<file path="config.mk">
export PLATFORM = sky130hd
export DESIGN_NAME = ifetch
export DESIGN_NICKNAME = d
export VERILOG_FILES = /design/src/rtl/rv_pkg.sv /design/src/rtl/ifetch_fifo.sv /design/src/rtl/ifetch.sv
export SDC_FILE = /design/constraint.sdc
export NUM_CORES = 1
export LEC_CHECK = 0
export CAP_MARGIN = 15
export CORE_UTILIZATION = 25
export CTS_CLUSTER_DIAMETER = 120
export DETAILED_ROUTE_END_ITERATION = 8
export RECOVER_POWER = 100
export SKIP_LAST_GASP = 1
export SLEW_MARGIN = 20
export SYNTH_ARGS = -nofsm -noshare
export SYNTH_HDL_FRONTEND = slang
export SYNTH_HIERARCHICAL = 1
export SYNTH_SLANG_ARGS = --single-unit
</file>
<file path="constraint.sdc">
create_clock -name clk -period 13.3 [get_ports clk]
set_clock_uncertainty 0.05 [all_clocks]
set_input_delay 3.99 -clock clk [delete_from_list [all_inputs] [get_ports clk]]
set_output_delay 3.99 -clock clk [all_outputs]
set_load 0.02 [all_outputs]
</file>
<file path="src/rtl/rv_pkg.sv">
// Shared front-end definitions.
// - if_state_e : ifetch FSM encoding (IF_RUN, IF_DRAIN)
// - NOP        : canonical RISC-V nop (addi x0,x0,0)
// - pc_mode_e  : PC update modes; glue maps ifetch pc_adv_o to INCR/STALL
package rv_pkg;

    typedef enum logic {
        IF_RUN   = 1'b0,
        IF_DRAIN = 1'b1
    } if_state_e;

    localparam logic [31:0] NOP = 32'h0000_0013;

    typedef enum logic [1:0] {
        STALL  = 2'd0,
        INCR   = 2'd1,
        BRANCH = 2'd2,
        JALR   = 2'd3
    } pc_mode_e;

    function automatic pc_mode_e pc_mode_from_adv(input logic adv);
        return adv ? INCR : STALL;
    endfunction

endpackage

</file>
<file path="src/rtl/ifetch_fifo.sv">
// Synchronous FIFO with clear, used for the in-flight PC queue and the
// instruction queue of ifetch.
// Ports: clk, rst (sync, active-high), clr (drop contents), push/wdata,
//        pop, rdata (head entry, read from registered storage), count.
// Caller guarantees no push when full and no pop when empty.
module ifetch_fifo #(
    parameter int W     = 32,
    parameter int DEPTH = 2
) (
    input  logic                   clk,
    input  logic                   rst,
    input  logic                   clr,
    input  logic                   push,
    input  logic [W-1:0]           wdata,
    input  logic                   pop,
    output logic [W-1:0]           rdata,
    output logic [$clog2(DEPTH):0] count
);
    localparam int AW = $clog2(DEPTH);
    localparam int CW = AW + 1;

    logic [W-1:0]  mem [DEPTH];
    logic [AW-1:0] wptr, rptr;

    // Storage is reset so the head reads zero out of reset.
    always_ff @(posedge clk) begin
        if (rst) begin
            wptr  <= '0;
            rptr  <= '0;
            count <= '0;
            for (int i = 0; i < DEPTH; i++) mem[i] <= '0;
        end else if (clr) begin
            wptr  <= '0;
            rptr  <= '0;
            count <= '0;
        end else begin
            if (push) begin
                mem[wptr] <= wdata;
                wptr      <= wptr + AW'(1);
            end
            if (pop) rptr <= rptr + AW'(1);
            count <= count + CW'(push) - CW'(pop);
        end
    end

    assign rdata = mem[rptr];

endmodule

</file>
<file path="src/rtl/ifetch.sv">
// Instruction fetch stage.
// Issues word fetches at pc_i over a req/gnt port, tracks in-flight PCs,
// pairs in-order responses with their PC in an instruction queue and hands
// entries to decode over valid/ready. A flush drops everything queued and
// silently discards responses still owed by memory (DRAIN state).
// Ports: clk, rst (sync, active-high); pc_i/pc_adv_o to the PC;
//        flush_i redirect; imem_* memory port; id_* decode port.
// Optional feature macro IFETCH_MISALIGN_CHK_EN: a misaligned pc_i is not
// fetched; a nop entry flagged id_misalign_o is queued instead and fetch
// halts until the next flush.
module ifetch
    import rv_pkg::*;
#(
    parameter int DEPTH = 2,
    parameter int XLEN  = 32
) (
    input  logic            clk,
    input  logic            rst,
    input  logic [XLEN-1:0] pc_i,
    output logic            pc_adv_o,
    input  logic            flush_i,
    output logic            imem_req_o,
    output logic [XLEN-1:0] imem_addr_o,
    input  logic            imem_gnt_i,
    input  logic            imem_rvalid_i,
    input  logic [XLEN-1:0] imem_rdata_i,
    output logic            id_valid_o,
    output logic [XLEN-1:0] id_instr_o,
    output logic [XLEN-1:0] id_pc_o,
`ifdef IFETCH_MISALIGN_CHK_EN
    output logic            id_misalign_o,
`endif
    input  logic            id_ready_i
);
    localparam int CW = $clog2(DEPTH) + 1;
`ifdef IFETCH_MISALIGN_CHK_EN
    localparam int EW = 2*XLEN + 1;
`else
    localparam int EW = 2*XLEN;
`endif

    if_state_e       state;
    logic [CW-1:0]   outst, q_count, discard;
    logic [XLEN-1:0] resp_pc;
    logic [EW-1:0]   ent_w, ent_r;
    logic            credit, can_fetch, issue, resp_ok, pop, iq_push;

    assign id_valid_o = (q_count != '0);
    assign pop        = id_valid_o && id_ready_i && !flush_i;

    // A slot freed by this cycle's decode pop counts as free, otherwise a
    // DEPTH=2 queue cannot sustain one instruction per cycle.
    assign credit = (int'(q_count) + int'(outst) - int'(pop)) < DEPTH;

`ifdef IFETCH_MISALIGN_CHK_EN
    logic halted, misal, mis_push;
    assign can_fetch = !rst && !flush_i && (state == IF_RUN) && credit && !halted;
    assign misal     = (pc_i[1:0] != 2'b00);
    // Wait for older fetches to land so the flagged entry stays in order.
    assign mis_push  = can_fetch && misal && (outst == '0);
    assign imem_req_o = can_fetch && !misal;
    assign ent_w = mis_push ? {pc_i, XLEN'(NOP), 1'b1} : {resp_pc, imem_rdata_i, 1'b0};
    assign {id_pc_o, id_instr_o, id_misalign_o} = ent_r;
    assign iq_push = (resp_ok && !flush_i) || mis_push;

    always_ff @(posedge clk) begin
        if (rst || flush_i) halted <= 1'b0;
        else if (mis_push)  halted <= 1'b1;
    end
`else
    assign can_fetch  = !rst && !flush_i && (state == IF_RUN) && credit;
    assign imem_req_o = can_fetch;
    assign ent_w      = {resp_pc, imem_rdata_i};
    assign {id_pc_o, id_instr_o} = ent_r;
    assign iq_push    = resp_ok && !flush_i;
`endif

    assign imem_addr_o = pc_i;
    assign issue       = imem_req_o && imem_gnt_i;
    assign pc_adv_o    = issue;
    // Responses with nothing tracked are a protocol error and are ignored.
    assign resp_ok     = imem_rvalid_i && (state == IF_RUN) && (outst != '0);

    ifetch_fifo #(.W(XLEN), .DEPTH(DEPTH)) u_pcq (
        .clk   (clk),
        .rst   (rst),
        .clr   (flush_i),
        .push  (issue),
        .wdata (pc_i),
        .pop   (resp_ok),
        .rdata (resp_pc),
        .count (outst)
    );

    ifetch_fifo #(.W(EW), .DEPTH(DEPTH)) u_iq (
        .clk   (clk),
        .rst   (rst),
        .clr   (flush_i),
        .push  (iq_push),
        .wdata (ent_w),
        .pop   (pop),
        .rdata (ent_r),
        .count (q_count)
    );

    always_ff @(posedge clk) begin
        if (rst) begin
            state   <= IF_RUN;
            discard <= '0;
        end else if (state == IF_RUN) begin
            if (flush_i) begin
                // A response landing with the flush is dropped, not owed.
                discard <= outst - CW'(resp_ok);
                if (outst != CW'(resp_ok)) state <= IF_DRAIN;
            end
        end else begin
            // A flush while draining adds nothing: no requests went out.
            if (imem_rvalid_i) begin
                discard <= discard - CW'(1);
                if (discard == CW'(1)) state <= IF_RUN;
            end
        end
    end

    a_no_stray_rvalid : assert property (@(posedge clk) disable iff (rst)
        !(imem_rvalid_i && (outst == '0) && (discard == '0)));

endmodule

</file>
Yosys cells after proc, flatten, opt, wreduce, memory -nomap -nowiden
Memory sizes are Yosys's and may differ from the RTL's. A register that Yosys moved wholly into a read port is not among the register bits.
Cells that the tools add are included.
{"block": "op_classes", "addsub": 12, "magnitude_cmp": 1, "eq_ne": 3, "muxes": 28, "n_bitwise": 1, "n_reduce_logical": 18}
{"op": "64-bit two-way mux", "n": 1}
{"op": "64-bit OR reduction", "n": 1}
{"op": "32-bit two-way mux", "n": 1}
{"op": "32-bit OR reduction", "n": 1}
{"op": "1-bit two-way mux", "n": 23}
{"op": "1-bit logical AND", "n": 9}
{"op": "2-bit two-way mux", "n": 3}
{"op": "2-bit nonzero test", "n": 3}
{"op": "2-bit by 1-bit subtractor with 2-bit output", "n": 3}
{"op": "1-bit adder (second input constant)", "n": 4}
{"op": "2-bit by 1-bit adder with 2-bit output", "n": 2}
{"op": "4-bit by 3-bit < comparator with 1-bit output (second input constant)", "n": 1}
{"op": "3-bit by 1-bit subtractor with 4-bit output", "n": 1}
{"op": "2-bit by 2-bit adder with 3-bit output", "n": 1}
{"op": "2-bit by 1-bit == test with 1-bit output (second input constant)", "n": 1}
{"op": "1-bit zero test", "n": 2}
{"op": "2-bit by 1-bit inequality test with 1-bit output", "n": 1}
{"op": "2-bit inequality test (second input constant)", "n": 1}
{"op": "2-bit AND reduction", "n": 1}
{"op": "2-bit OR reduction", "n": 1}
{"op": "2-bit by 1-bit subtractor with 2-bit output (second input constant)", "n": 1}
{"op": "1-bit NOT", "n": 1}
{"block": "totals", "register_bits": 11, "mem_bits_rw": 192, "output_inout_bits": 99, "word_cells": 73, "n_memories": 2}
{"memory": "u_iq.mem", "words": 2, "word_bits": 64, "rd": 1, "rd_ports_with_merged_regs": 1, "wr": 2, "line": "ifetch_fifo.sv:22", "source": "logic [W-1:0] mem [DEPTH];"}
{"memory": "u_pcq.mem", "words": 2, "word_bits": 32, "rd": 1, "rd_ports_with_merged_regs": 1, "wr": 2, "line": "ifetch_fifo.sv:22"}

Logic depth before layout (Yosys ltp)
Gate-level depths: netlist (run 1).
{"block": "logic_depth", "ltp_word": 13, "ltp_mapped": 12}

Modules after synthesis
Netlist (run 1), hierarchy kept.
{"mod": "ifetch_fifo at u_iq", "instances": 1, "cells_each": 378, "area_each_um2": 5881.9, "seq_area_each_um2": 3943.8}
{"mod": "ifetch_fifo at u_pcq", "instances": 1, "cells_each": 200, "area_each_um2": 3061.7, "seq_area_each_um2": 2021.9}
{"mod": "ifetch", "instances": 1, "cells_each": 73, "area_each_um2": 580.6, "seq_area_each_um2": 60.1}

Worst setup path after synthesis (run 1)
No wires, ideal clock.
{"block": "synth_timing", "path_kind": "input-to-output", "start": "input port flush_i", "end": "output port pc_adv_o", "arrival_time_ps": 6191, "required_time_ps": 9260, "setup_slack_ps": 3069, "path_stages": 7, "cell_sequence": "and3b_1 -> ha_1 -> nand2b_1 -> fa_1 -> xor2_1 -> a32oi_1 -> nor4_1"}
{"block": "synth_between", "elab_chain_cells": 6, "word_cells_on_any_way": 8, "cone_classes": "add/sub (1); order compare (1); reduce/logical (6)"}
{"item": "start: declaration", "line": "ifetch.sv:21", "source": "input logic flush_i,"}
{"item": "1-bit zero test *", "line": "ifetch.sv:49, ifetch.sv:71"}
{"item": "1-bit logical AND", "line": "ifetch.sv:49", "source": "assign pop = id_valid_o && id_ready_i && !flush_i;"}
{"item": "3-bit by 1-bit subtractor with 4-bit output", "line": "ifetch.sv:53", "source": "assign credit = (int'(q_count) + int'(outst) - int'(pop)) < DEPTH;"}
{"item": "4-bit by 3-bit < comparator with 1-bit output", "line": "ifetch.sv:53"}
{"item": "1-bit logical AND *", "line": "ifetch.sv:71", "source": "assign can_fetch = !rst && !flush_i && (state == IF_RUN) && credit;"}
{"item": "1-bit logical AND *", "line": "ifetch.sv:79", "source": "assign issue = imem_req_o && imem_gnt_i;"}
{"item": "end: declaration", "line": "ifetch.sv:20", "source": "output logic pc_adv_o,"}
Mark *: on every way between the ends. The rest lies on a longest branch, timed or not.

Worst setup path after layout (run 1)
{"block": "layout_timing", "start": "input port flush_i", "end": "output port pc_adv_o"}
{"block": "layout_between", "elab_chain_cells": 6, "word_cells_on_any_way": 8, "cone_classes": "add/sub (1); order compare (1); reduce/logical (6)"}
{"item": "1-bit zero test", "line": "ifetch.sv:49"}
{"item": "1-bit logical AND", "line": "ifetch.sv:49"}
{"item": "named net pop", "line": "ifetch.sv:46", "source": "logic credit, can_fetch, issue, resp_ok, pop, iq_push;"}
{"item": "3-bit by 1-bit subtractor with 4-bit output", "line": "ifetch.sv:53"}
{"item": "4-bit by 3-bit < comparator with 1-bit output", "line": "ifetch.sv:53"}
{"item": "1-bit logical AND", "line": "ifetch.sv:71"}
{"item": "1-bit logical AND", "line": "ifetch.sv:79"}
The timed path passes the listed nets, and every way through them passes these cells.

==> results.toml, run 1 <==
[status]
status = "finished with violations"
violations = "design-rule violations, max-capacitance violations, max-slew violations"

[setup_path]
crit_family = "buffers and inverters"
path_class = "input port to primary output"
worst-path-max-fanout = 18
crit_top_cell = "dlygate4sd3_1"
cp.arrival_ns = 7.81
crit_required_ns = 9.26
critPathMaxStageDelay_ns = 1.04
startpoint_type = "input port"
critPathSlowestCell = "dlygate4sd3_1"
critPathBufInv = 2
worstSetupEndpointType = "primary output"
crit_chain = "dlygate4sd3_1 > and3b_1 > ha_1 > nand2b_1 > fa_1 > xor2_1 > a32oi_1 > nor4_1 > dlygate4sd3_1"

[grt]
grt_pass1_vias = 5761
antenna_found_initial = 0
overflow = 0
grt_pass1_wl_um = 33950
grt_usage = 0.1141
grt_max_degree = 130

[finish]
final_core_util = 0.3195
area_growth_pct = 26.08
drive_gt1_frac = 0.1572
fin_nets = 851
nFillCells = 3763

[yosys]
synth-main-ff-cell = "edfxtp_1"
synth_fp_nets = 731
synth_compound_area_frac = 0.01025
synth_seq_cells = 205
synth_mux_area_frac = 0.1135
synth_top_family_by_area = "simple AND/OR/NAND/NOR gates"
seq_area_frac_synth = 0.6327
yosysWarnings = 6
synth-xor-area-share = 0.01025
synth_edf_count = 192
synth_area_leaders = "edfxtp_1 (61%), and3_1 (13%), mux2_2 (11%)"
syn_avg_cell_area_um2 = 14.63
synth-simple-area-share = 0.1442
synth_fa_ha_area_frac = 0.01393
synth_top_cell_area_share = 0.6054
yosysUniqueCellTypes = 38
syn-cell-area_um2 = 9524
synth.largest_area_cell = "edfxtp_1"
postSynthCellCount = 651
synthArstFlopShare = 0

[cts]
clock-root-buffer = "clkbuf_16"
cts-htree-levels = 1
cts.sinks = 205
numCtsBuffers = 25
post_cts_buffers = 0
clkLatencyLatePin_ns = 0.53
post_cts_resized = 0
hold_buffers = 0
cts_tree = "done"
path_clk_slew_ns = 0.06
clockBufferDepth = 3

[routing]
wl_per_cell_um = 17.11
dr_total_vias = 5577
drtIter0Drc = 275
drc_errors = 4
drtAntennaViolNets = 0
dr.pass1.iters = 6
detail_route.vias_per_cell = 4.287
routed_wl_um = 22260

[floorplan]
start_util = 0.2535
die_y_um = 197.2
dieWidth_um = 197.2
coreArea_um2 = 37580
io_pins = 169
die_area_um2 = 38880
rows = 71

[timing]
min_period_over_period = 0.8906
tightest_slew_ns = 3.361
rsz0062_at_grt = "false"
drv_slew = 462
hold_violations = 0
fmax_mhz = 84.42
slew_headroom = -1.244
post-route-min-period_ns = 11.85
tns_ns = 0
setup_viol = 0

[placement]
io_buffers = 168
hpwl_um = 12280
gp_congestion = 0.7401

[flow_run]
max_cap_viol_count = 9

[min_path]
hold_class = "register to register"

[power]
p_leak_uw = 0.005037
ir_drop_mv = 0.07350
p_per_area_nw_per_um2 = 123.0
-- power by group --
group | leakage [uW] | internal, uW | total (uW) | switching, uW
sequential | 0.00209 | 729 | 735 | 5.45
combinational | 0.00259 | 50.0 | 115 | 65.2
clock | 0.000361 | 363 | 627 | 264
-- Yosys cell counts, types with 2 or more instances --
cell type / n
and3_1: 192
edfxtp_1: 192
mux2_2: 94
buf_4: 41
buf_6: 22
inv_1: 16
dfxtp_1: 13
clkbuf_2: 10
ha_1: 9
nor3_1: 8
buf_2: 7
a21o_1: 4
and2_1: 4
clkbuf_1: 4
xnor2_1: 4
nand2b_1: 3
mux2_1: 2
nand2_1: 2
nor2b_1: 2
nor4_1: 2
xnor3_1: 2
xor2_1: 2
-- state kept, by name, indices dropped and copies added (netlist names), named ones only --
| signal | count |
|---|---|
| u_pcq/wptr | 1 |
| state | 1 |
| discard | 2 |
| u_iq/count | 2 |
| u_pcq/count | 2 |
| u_iq/wptr | 1 |
| u_pcq/mem | 64 |
| u_iq/mem | 128 |
| u_pcq/rptr | 1 |
| u_iq/rptr | 1 |
-- layout make-up --
cell class / count / area (um^2) / share of cell area
Antenna cell: 1 / 2.502 / 0.0002084
Clock buffer: 31 / 648.1 / 0.05398
Clock inverter: 14 / 92.59 / 0.007711
Inverter: 16 / 60.06 / 0.005002
Multi-Input combinational cell: 346 / 2789 / 0.2323
Sequential cell: 205 / 6026 / 0.5018
Tap cell: 511 / 639.4 / 0.05325
Timing Repair Buffer: 177 / 1750 / 0.1458
-- final timing paths --
kind / startpoint / cells past startpoint / slack [ns] / to
setup / recovery: flush_i / 9 / 1.45 / pc_adv_o
hold / removal: discard[1]$_SDFFE_PP0P_ / 2 / 0.43 / discard[1]$_SDFFE_PP0P_
setup reg to reg: u_pcq/count[1]$_SDFF_PP0_ / 6 / 6.42 / u_iq/mem[0][31]$_SDFFCE_PN0P_
hold reg to reg: discard[1]$_SDFFE_PP0P_ / 2 / 0.43 / discard[1]$_SDFFE_PP0P_
-- cell families (layout without fill, tap and decap cells) --
group,count (synthesis),in the layout
flops,205,205
other cells,0,1
fa+ha+maj,10,10
simple gates,220,220
buf+inv,100,238
xor+xnor,8,8
compound gates,12,12
mux,96,96
-- per-layer routing --
| layer | wire length [um] | vias to the layer above | part of all wire | global-route usage |
|---|---|---|---|---|
| met3 | 1125 | 37 | 0.051 | 0.02100 |
| met1 | 10530 | 2746 | 0.47 | 0.1512 |
| met4 | 489 | 0 | 0.022 | 0.03531 |
| met5 | 0 | - | 0 | 0 |
| met2 | 10120 | 136 | 0.45 | 0.1882 |
| li1 | - | 2658 | - | - |
-- metrics by stage --
step	setup WS, ns	power, uW	area [um^2]	hold WS (ns)	instances
CTS	1.513	1506	12020	0.4306	1299
floorplan	3.069	810.9	9524	0.3921	651
global route	1.181	1535	12010	0.4800	1300
detailed placement	1.534	868.4	11280	0.4211	1254
finish	1.454	1477	12010	0.4295	1301
global placement	1.649	866.6	11280	0.4097	1254
-- worst min-delay path, cell delays in order, from the launching register on --
cell	delay (ns)
dfxtp_1	0.30
inv_1	0.07
a31oi_1	0.07
-- cells in the final DEF, fill, tap and decap left out, types with 2 or more instances in the layout --
| master | synthesis | routed |
|---|---|---|
| and3_1 | 192 | 192 |
| mux2_1 | 2 | 13 |
| nor2b_1 | 2 | 2 |
| clkinv_2 | 0 | 4 |
| mux2_2 | 94 | 83 |
| clkinv_1 | 0 | 7 |
| nand2_1 | 2 | 2 |
| xnor3_1 | 2 | 2 |
| dfxtp_1 | 13 | 13 |
| ha_1 | 9 | 9 |
| xor2_1 | 2 | 2 |
| a21o_1 | 4 | 4 |
| inv_1 | 16 | 16 |
| nand2b_1 | 3 | 3 |
| nor2_4 | 1 | 2 |
| nor4_1 | 2 | 2 |
| edfxtp_1 | 192 | 192 |
| xnor2_1 | 4 | 4 |
| clkbuf_16 | 0 | 25 |
| dlygate4sd3_1 | 0 | 89 |
| clkbuf_1 | 4 | 12 |
| and2_0 | 0 | 2 |
| nor3_1 | 8 | 8 |
| clkdlybuf4s50_1 | 0 | 79 |
Power figures use the tool's default switching activity.
==> run 2: changes to the inputs <==
ABC_AREA = 1   (was not set)
PLACE_DENSITY = 0.46   (was not set)
==> results.toml, run 2 <==
[status]
status = "finished with violations"
violations = "max-capacitance violations, max-slew violations"

[timing]
hold_violations = 0
slew_headroom = -2.045
fin_ws_ns = 2.123
min_period_over_period = 0.8404
setup_viol = 0
rsz0062_at_grt = "false"
fmax_mhz = 89.47
tightest_slew_ns = 4.567
post-route-min-period_ns = 11.18
tns_ns = 0
drv_slew = 458

[finish]
fin_nets = 988
multiInputGateArea_um2 = 2417
n_antenna_cell = 0
area_growth_pct = 27.21
largest_registers = "u_iq/mem x128, u_pcq/mem x64"
drive_gt1_frac = 0.1911
seqCellArea_um2 = 6027
layout_common_cells = "edfxtp_1 (192), nor2_1 (171), inv_1 (122), dlygate4sd3_1 (95), mux2_2 (90)"
nFillCells = 3754
final_core_util = 0.3255
layout.cells.most_common = "edfxtp_1"
top_register = "u_iq/mem"
largest_reg_flops = 128

[yosys]
synthTopCellsByCount = "edfxtp_1 (192), nor2_1 (171), inv_1 (122), mux2_2 (94), nor2_2 (43)"
synth.largest_area_cell = "edfxtp_1"
synthArstFlopShare = 0
synth_edf_count = 192
syn-cell-area_um2 = 9435
synth_top_cell_area_share = 0.6111
seq_area_frac_synth = 0.6386
yosysUniqueCellTypes = 24
postSynthCellCount = 771
synth_fp_nets = 851
synth_area_leaders = "edfxtp_1 (61%), mux2_2 (11%), nor2_1 (6.8%)"
synth_seq_cells = 205
yosys.cell_count.top_type = "edfxtp_1"
syn_avg_cell_area_um2 = 12.24
synth-main-ff-cell = "edfxtp_1"
yosysWarnings = 6

[routing]
wl_per_cell_um = 15.46
drc_errors = 0
detail_route.vias_per_cell = 3.927
dr.pass1.iters = 4
routed_wl_um = 22110
drtIter0Drc = 206
drtAntennaViolNets = 0
dr_total_vias = 5615

[grt]
grt_pass1_vias = 5744
overflow = 0
grt_pass1_wl_um = 33550
antenna_found_initial = 0
grt_usage = 0.1141
grt_max_degree = 65

[cts]
post_cts_buffers = 0
post_cts_resized = 0
cts_tree = "done"
clockBufferDepth = 3
clock-root-buffer = "clkbuf_16"
clkLatencyLatePin_ns = 0.51
numCtsBuffers = 25
cts-htree-levels = 1
path_clk_slew_ns = 0.06
cts.sinks = 205
hold_buffers = 0

[floorplan]
rows = 70
io_pins = 169
die_y_um = 196.3
die_area_um2 = 38520
coreArea_um2 = 36870
dieWidth_um = 196.3
start_util = 0.2559

[placement]
hpwl_um = 12190
place_ws_ns = 2.061
io_buffers = 168
gp_congestion = 0.7057

[setup_path]
cp.arrival_ns = 7.14
path_class = "input port to primary output"
worstSetupEndpointType = "primary output"
worst-path-max-fanout = 9
crit_required_ns = 9.26
startpoint_type = "input port"

[power]
totalPowerFinal_uw = 1494
p_per_area_nw_per_um2 = 124.4
p_leak_uw = 0.004794
ir_drop_mv = 0.07510

[min_path]
hold_class = "register to register"

[flow_run]
max_cap_viol_count = 12
-- run 2: changes by cell type after synthesis, moves of 4 or more --
cell and delta:
nor2_2 +42, a21o_1 -4, nand2_1 +36, nor2_1 +171, buf_6 -4, inv_1 +106
and2_1 -4, nor3_1 -7, clkbuf_2 -9, xnor2_1 -4, nand3_1 +6, clkbuf_1 -4
and3_1 -192
-- run 2: logic make-up (layout without fill, tap and decap cells) --
family                   count (synthesis)  after routing  synth area share
multiplexers                            96             96            0.1154
AND/OR/NAND/NOR                        269            269            0.1244
adder cells (fa/ha/maj)                 10             10           0.01406
AO/OA/AOI/OAI                            5              5          0.002652
buffers and inverters                  186            341            0.1049
flip-flops                             205            205            0.6386
-- run 2: power breakdown --
group          total, uW  switching (uW)  internal (uW)
Sequential           734            6.14            728
Combinational        113            63.6           49.7
Clock                646             264            382
Total               1490             333           1160
-- run 2: cell type report --
cell class | count | area share
sequential | 205 | 0.5021
multi-input combinational | 380 | 0.2014
timing repair buffer | 173 | 0.1417
clock buffer | 31 | 0.05400
tap | 504 | 0.05254
inverter | 123 | 0.03847
clock inverter | 14 | 0.009799
-- run 2: worst paths after layout --
path,startpoint,end,cells past startpoint,slack [ns]
worst max-delay path,flush_i,pc_adv_o,11,2.12
worst min-delay path,u_pcq/wptr$_SDFFE_PP0P_,u_pcq/wptr$_SDFFE_PP0P_,2,0.44
worst max register to register,u_iq/count[1]$_SDFF_PP0_,u_pcq/mem[1][3]$_SDFFCE_PN0P_,14,7.36
worst min register to register,u_pcq/wptr$_SDFFE_PP0P_,u_pcq/wptr$_SDFFE_PP0P_,2,0.44
-- run 2: per-stage QoR --
stage / hold slack, ns / instances / instance area (um^2)
after floorplan: 0.4070 / 771 / 9435
after global placement: 0.4271 / 1384 / 11290
after detailed placement: 0.4358 / 1384 / 11290
after CTS: 0.4510 / 1429 / 12060
after global routing: 0.4746 / 1430 / 12000
final: 0.4446 / 1430 / 12000
-- run 2: per-layer routing --
| layer | vias to the layer above | wire length (um) | track usage |
|---|---|---|---|
| met5 | - | 0 | 0 |
| met4 | 0 | 392 | 0.02546 |
| met3 | 27 | 1184 | 0.02321 |
| met2 | 148 | 10270 | 0.1915 |
| met1 | 2685 | 10260 | 0.1506 |
| li1 | 2755 | - | - |
-- run 2: critical path, cell delays in order --
cell and delay [ns]:
dlygate4sd3_1 0.84, nor2_1 0.18, ha_1 0.30, inv_1 0.06, nand2_1 0.06, fa_1 0.51
a21oi_1 0.07, nor2_1 0.09, nand2_1 0.07, nor2_1 0.23, dlygate4sd3_1 0.73
